<file path="src/rtl/cp0_exc_ctrl.sv">
// cp0_exc_ctrl: arbitrates interrupt/exception/ERET, writes CP0 for one cycle, then flushes and redirects.
module cp0_exc_ctrl #(
  parameter int WIDTH = 32,
  parameter logic [WIDTH-1:0] EXC_VECTOR = 32'hBFC00380
) (
  input  logic             clk,
  input  logic             rst,
  input  logic             mem_valid,
  input  logic [WIDTH-1:0] mem_pc,
  input  logic             mem_bd,
  input  logic             exc_valid,
  input  logic [4:0]       exc_code,
  input  logic             exc_has_badvaddr,
  input  logic [WIDTH-1:0] exc_badvaddr,
  input  logic             eret_valid,
  input  logic [5:0]       hw_int,
  input  logic [WIDTH-1:0] status_in,
  input  logic [WIDTH-1:0] cause_in,
  input  logic [WIDTH-1:0] epc_in,
  output logic [WIDTH-1:0] cp0_we,
  output logic [WIDTH-1:0] cp0_epc,
  output logic [WIDTH-1:0] cp0_badaddr,
  output logic             cp0_exl,
  output logic             cp0_bd,
  output logic [4:0]       cp0_exc_code,
  output logic [5:0]       cp0_hw_int,
  output logic             busy,
  output logic             flush,
  output logic             redirect_valid,
  output logic [WIDTH-1:0] redirect_pc
);
  typedef enum logic [1:0] {IDLE, WRITE, REDIRECT} state_t;
  state_t state_q, state_d;
  logic [5:0] hw_s1_q, hw_s2_q;
  logic [WIDTH-1:0] pc_q, pc_d, bad_q, bad_d, target_q, target_d;
  logic bd_q, bd_d, has_bad_q, has_bad_d, eret_q, eret_d;
  logic [4:0] code_q, code_d;
  logic int_pending, take_int, take_exc, take_eret, idle, wr, rd, ex;
  logic unused;
  assign unused = ^{status_in[WIDTH-1:16], status_in[7:2], cause_in[WIDTH-1:10], cause_in[7:0]};
  assign int_pending = status_in[0] & ~status_in[1] & |({hw_s2_q, cause_in[9:8]} & status_in[15:8]);
  always_comb begin
    idle      = state_q == IDLE;
    take_int  = mem_valid & int_pending;
    take_exc  = mem_valid & exc_valid & ~int_pending;
    take_eret = mem_valid & eret_valid & ~exc_valid & ~int_pending;
    state_d   = idle ? ((take_int | take_exc | take_eret) ? WRITE : IDLE) :
                state_q == WRITE ? REDIRECT : IDLE;
    // latches load every idle cycle; only the value captured on the leaving edge matters
    pc_d      = idle ? mem_pc : pc_q;
    bd_d      = idle ? mem_bd : bd_q;
    code_d    = idle ? (take_exc ? exc_code : 5'd0) : code_q;
    has_bad_d = idle ? take_exc & exc_has_badvaddr : has_bad_q;
    bad_d     = idle ? (take_exc & exc_has_badvaddr ? exc_badvaddr : '0) : bad_q;
    eret_d    = idle ? take_eret : eret_q;
    target_d  = idle ? epc_in : target_q;
  end
  always_ff @(posedge clk or posedge rst) begin
    if (rst) begin
      state_q   <= IDLE;
      hw_s1_q   <= '0;
      hw_s2_q   <= '0;
      pc_q      <= '0;
      bd_q      <= 1'b0;
      code_q    <= '0;
      has_bad_q <= 1'b0;
      bad_q     <= '0;
      eret_q    <= 1'b0;
      target_q  <= '0;
    end else begin
      state_q   <= state_d;
      hw_s1_q   <= hw_int;
      hw_s2_q   <= hw_s1_q;
      pc_q      <= pc_d;
      bd_q      <= bd_d;
      code_q    <= code_d;
      has_bad_q <= has_bad_d;
      bad_q     <= bad_d;
      eret_q    <= eret_d;
      target_q  <= target_d;
    end
  end
  assign wr = state_q == WRITE;
  assign rd = state_q == REDIRECT;
  assign ex = wr & ~eret_q;
  assign cp0_we         = WIDTH'({ex, ex, wr, 3'b000, ex & has_bad_q, 8'h00});
  assign cp0_epc        = ex ? (bd_q ? pc_q - WIDTH'(4) : pc_q) : '0;
  assign cp0_badaddr    = ex ? bad_q : '0;
  assign cp0_exl        = ex;
  assign cp0_bd         = ex & bd_q;
  assign cp0_exc_code   = ex ? code_q : 5'd0;
  assign cp0_hw_int     = hw_s2_q;
  assign busy           = wr | rd;
  assign flush          = rd;
  assign redirect_valid = rd;
  assign redirect_pc    = rd ? (eret_q ? target_q : EXC_VECTOR) : '0;
endmodule

</file>
<file path="config.mk">
export PLATFORM = sky130hd
export DESIGN_NAME = cp0_exc_ctrl
export DESIGN_NICKNAME = d
export VERILOG_FILES = /design/src/rtl/cp0_exc_ctrl.sv
export SDC_FILE = /design/constraint.sdc
export NUM_CORES = 1
export LEC_CHECK = 0
export ABC_AREA = 0
export ABC_CLOCK_PERIOD_IN_PS = 4900
export BUFFER_PORTS_ARGS = -buffer_cell sky130_fd_sc_hd__buf_2
export CAP_MARGIN = 0
export CORE_AREA = 3 3 124 126
export CTS_BUF_LIST = sky130_fd_sc_hd__clkbuf_4 sky130_fd_sc_hd__clkbuf_8
export DETAILED_ROUTE_END_ITERATION = 7
export DIE_AREA = 0 0 127 129
export GPL_ROUTABILITY_DRIVEN = 0
export PLACE_DENSITY_LB_ADDON = 0.3
export SYNTH_ARGS = -nofsm -noshare
export SYNTH_HDL_FRONTEND = slang
export SYNTH_SLANG_ARGS = --single-unit
</file>
<file path="constraint.sdc">
create_clock -name clk -period 4.9 [get_ports clk]
set_clock_uncertainty 0.1 [all_clocks]
set_input_delay 1.225 -clock clk [delete_from_list [all_inputs] [get_ports clk]]
set_output_delay 1.225 -clock clk [all_outputs]
set_load 0.02 [all_outputs]
</file>
Yosys cells after proc, flatten, opt, wreduce, memory -nomap -nowiden
Cells that the tools add are included.
Widths: inputs -> output; s select.
{"block": "word_totals", "word_cells": 46, "inputBits": 178, "reg_bits": 118}
{"block": "classes", "muxes": 11, "n_addsub": 1, "reduce_logical": 2, "bitwise": 20, "n_eq_ne": 2}
{"cell": "$mux 32", "count": 6}
{"cell": "$sub 32x3->32 const B", "count": 1}
{"cell": "$and 1x1->1", "count": 12}
{"cell": "$mux 5", "count": 2}
{"cell": "$and 8x8->8", "count": 1}
{"cell": "$reduce_or 8->1", "count": 1}
{"cell": "$mux 2", "count": 2}
{"cell": "$not 1->1", "count": 4}
{"cell": "$or 1x1->1", "count": 3}
{"cell": "$eq 2x1->1 const B", "count": 1}
{"cell": "$eq 2x2->1 const B", "count": 1}
{"cell": "$logic_not 2->1", "count": 1}
{"cell": "$mux 1", "count": 1}

Logic depth before layout (Yosys ltp)
{"block": "depth", "ltp_word": 9, "depth_mapped": 7, "depth_no_buf": 6}

Worst setup path after synthesis
No wires, ideal clock.
{"block": "synth_timing", "kind": "reg2out", "from": "reg pc_q[24]", "to": "out cp0_epc[28]", "required_ps": 3575, "arrival_ps": 2241, "path_stages_with_launch": 5, "path_slack_ps": 1334, "path_buffers": 0, "path_cell_list": "dfrtp_1 -> or4_4 -> or4_4 -> or4_1 -> a21oi_1"}
{"block": "synth_via", "elab_chain_len": 3}
{"item": "start: declaration", "line_no": "35", "source": "logic [WIDTH-1:0] pc_q, pc_d, bad_q, bad_d, target_q, target_d;"}
{"item": "start signal: assignment", "line_no": "74", "source": "pc_q <= pc_d;"}
{"item": "$sub 32x3->32", "line_no": "87", "source": "assign cp0_epc = ex ? (bd_q ? pc_q - WIDTH'(4) : pc_q) : '0;"}
{"item": "$mux 32 (2 in series)", "line_no": "87"}
{"item": "end: declaration", "line_no": "21", "source": "output logic [WIDTH-1:0] cp0_epc,"}
No other way between the ends.

Worst setup path in the final report
{"block": "layout_timing", "from": "reg pc_q[14]", "to": "out cp0_epc[25]"}
Same word-level chain as after synthesis.

==> summary.txt <==
Initial Utilization = 0.414
type of the worst setup path = reg -> out
# nets final = 997
Via density = 5.06
cts-stage hold buffer count = 0
synth unique cells = 45
Antenna Nets Post-Route = 0
RSZ-0062 raised after global routing = no
most common cell after layout, fill and taps aside = buf_2
Post-Synth Adder-Cell Area = 0.00838
Synth area leader = dfrtp_1
via count of the routed design = 5118
pin count of the biggest net entering global routing = 74
full die area = 0.0164 mm^2
clk root buf = clkbuf_8
Placement Setup Slack = 1.20 ns
post-layout min period = 4.12 ns
final setup vio count = 0
Tightest Hold Check Type = reg -> reg
chip width = 127 um
Antenna Cells = 0
Post-Layout Inst Area = 0.00766 mm^2
H-tree levels = 4
Slew Limit Headroom = 0.315
vias in the first global route = 4930
total CTS buffers = 17
Yosys top cell area share = 0.494
end point of the critical path = cp0_epc[25]
P per Cell Area = 366 mW/mm^2
Fin. Hold Viols = 0
Setup WS post-layout = 0.778 ns
fin. max-slew vios = 0
leading post-synthesis cells by cell area = dfrtp_1 49%, mux2_2 11%, o32ai_1 5.7%
critical path peak fanout = 13
Post-DP HPWL = 10700 um
Row Count = 44
Pleak = 3.81 nW
Compound-Gate Fraction of Synth Area = 0.121
setup TNS = 0 ns
f_max = 243 MHz
post-CTS setup buffers = 0
# DRC = 0
initial antenna violation count = 0
reg-to-reg startpoint = state_q[0]$_DFF_PP0_
crit path from = pc_q[14]$_DFFE_PP0P_
Synth Area in XOR/XNOR = 0.0161
first-pass GRT wire length = 24400 um
Max Cap Viol = 0
Worst-path clk slew = 0.08 ns
maximum VDD drop = 0.226 mV
Critical Path Stages = 5
Die Ht = 129 um
Area Growth Syn to Fin = 28.3%
Yosys warnings = 0
# fillers = 1393
Post-Syn Area = 0.00597 mm^2
post-synthesis mux area share = 0.113
GRT Overall Usage = 0.187
worst skew pair latency = 0.43 ns
status = finished, final reports clean
fraction of registers with async set/reset = 1.00
Cell Chain, Critical Path = nor4_1, nand2_1, or4_2, a21oi_1, buf_2
CP required = 3.58 ns
Crit path max-delay family = simple AND/OR/NAND/NOR gates
Core Region = 0.0144 mm^2
top-level port count = 322
most frequent cells in the layout = 241 x buf_2, 118 x dfrtp_1, 58 x mux2_2, 56 x inv_1, 55 x nor2_1
CTS tree = yes
Worst R2R Setup Slack = 2.42 ns
Routed WL = 15500 um
Post-Syn Instances = 593
syn_area_per_cell = 10.1 um^2
fin crit share = 0.841
Worst setup SP type = flip-flop
WL/cell = 15.3 um
post-synthesis simple-gate area fraction = 0.144
worst hold slack = 0.255 ns
number of flops mapped to enable cells by yosys = 0
initial DRC count = 226
main combinational cell family by area after synthesis = simple AND/OR/NAND/NOR gates
Clock Path Buffers = 2
DP Area = 0.00724 mm^2
first drt pass iteration count = 4
post-synthesis sequential area ratio = 0.494
slowest CP cell = or4_2
arrival time worst endpoint = 2.80 ns
dominant synthesized flop cell = dfrtp_1
reg2reg path depth = 4
fin util = 0.531
Buffers on Ports = 241
crit path buf inv count = 1
Crit. End Element = primary output
Resized cells post-CTS = 0
#FFs+latches synth = 118
crit-path max cell delay = 0.69 ns
r2r endpoint = target_q[14]$_DFFE_PP0P_
global route total overflow = 0
worst slew pin tran = 1.03 ns
clock tree sinks = 118
layout cells sized above 1 = 0.423
[worst min path at each step]
stage | start | endpoint | cells past startpoint
4_1_cts | hw_s1_q[3]$_DFF_PP0_ | cp0_hw_int[3]$_DFF_PP0_ | 0
2_1_floorplan | hw_s1_q[0]$_DFF_PP0_ | cp0_hw_int[0]$_DFF_PP0_ | 0
3_3_place_gp | hw_s1_q[1]$_DFF_PP0_ | cp0_hw_int[1]$_DFF_PP0_ | 0
3_5_place_dp | hw_s1_q[5]$_DFF_PP0_ | cp0_hw_int[5]$_DFF_PP0_ | 0
6_report | hw_s1_q[3]$_DFF_PP0_ | cp0_hw_int[3]$_DFF_PP0_ | 0
5_1_grt | hw_s1_q[1]$_DFF_PP0_ | cp0_hw_int[1]$_DFF_PP0_ | 0
[final cells by class]
| type | count | area (um^2) | area share |
|---|---|---|---|
| flip-flops and latches | 118 | 2950 | 0.385 |
| multi-input cells | 371 | 2540 | 0.332 |
| repair buffers | 249 | 1290 | 0.169 |
| clock buffers | 17 | 234 | 0.0305 |
| well taps | 184 | 230 | 0.0301 |
| inverters | 58 | 220 | 0.0287 |
| clock inverters | 15 | 191 | 0.0250 |
[metrics by stage]
stage	instances	total power [mW]
2_1_floorplan	620	1.68
3_3_place_gp	980	1.86
3_5_place_dp	980	1.88
4_1_cts	1012	2.84
5_1_grt	1012	2.97
6_report	1012	2.80
[cell usage after synthesis, types with 2 or more instances]
cell type,count
a21boi_0,4
a21oi_1,14
a22oi_1,2
a311oi_1,3
a41o_1,2
and2_1,5
and3_1,20
buf_1,5
buf_4,32
clkbuf_1,36
dfrtp_1,118
ha_1,4
inv_1,57
mux2_2,58
mux2i_1,2
nand2_1,46
nand2b_1,2
nand3_1,4
nand4_1,2
nor2_1,55
nor3_1,3
nor4_1,4
nor4b_1,2
o21a_1,8
o21ai_0,13
o31ai_1,9
o32ai_1,39
or3_1,8
or4_1,9
or4_2,2
or4_4,2
xnor2_1,7
xor2_1,4
[where the power goes]
| part | leakage [nW] | switching, mW | internal (mW) |
|---|---|---|---|
| registers | 1.46 | 0.0960 | 1.10 |
| clock network | 0.205 | 0.438 | 0.514 |
| logic | 2.15 | 0.375 | 0.273 |
| total | 3.81 | 0.909 | 1.89 |
[registers in the layout, indices dropped and copies added, names as in the netlist]
| signal | cells |
|---|---|
| code_q | 5 |
| target_q | 32 |
| has_bad_q | 1 |
| bd_q | 1 |
| cp0_hw_int | 6 |
| eret_q | 1 |
| state_q | 2 |
| pc_q | 32 |
| hw_s1_q | 6 |
| bad_q | 32 |
[routing by layer]
layer | global-route usage | vias to the layer above | wire length, um
li1 | - | 2448 | -
met1 | 0.241 | 2441 | 6590
met2 | 0.292 | 201 | 7220
met3 | 0.0589 | 28 | 1250
met4 | 0.0820 | 0 | 404
met5 | 0 | - | 0
[worst register-to-register path: stages, from the launching register on]
cell     delay [ns]
dfrtp_1        0.38
inv_1          0.11
ha_4           0.72
buf_4          0.64
mux2_2         0.42
[logic make-up (layout without fill, tap and decap cells)]
logic type	Yosys count	in the layout
AND/OR/NAND/NOR	171	171
buffers and inverters	131	339
flip-flops	118	118
AO/OA/AOI/OAI	97	97
multiplexers	60	60
XOR/XNOR	11	11
adder cells (fa/ha/maj)	4	4
other	1	28
Power figures use the tool's default switching activity.
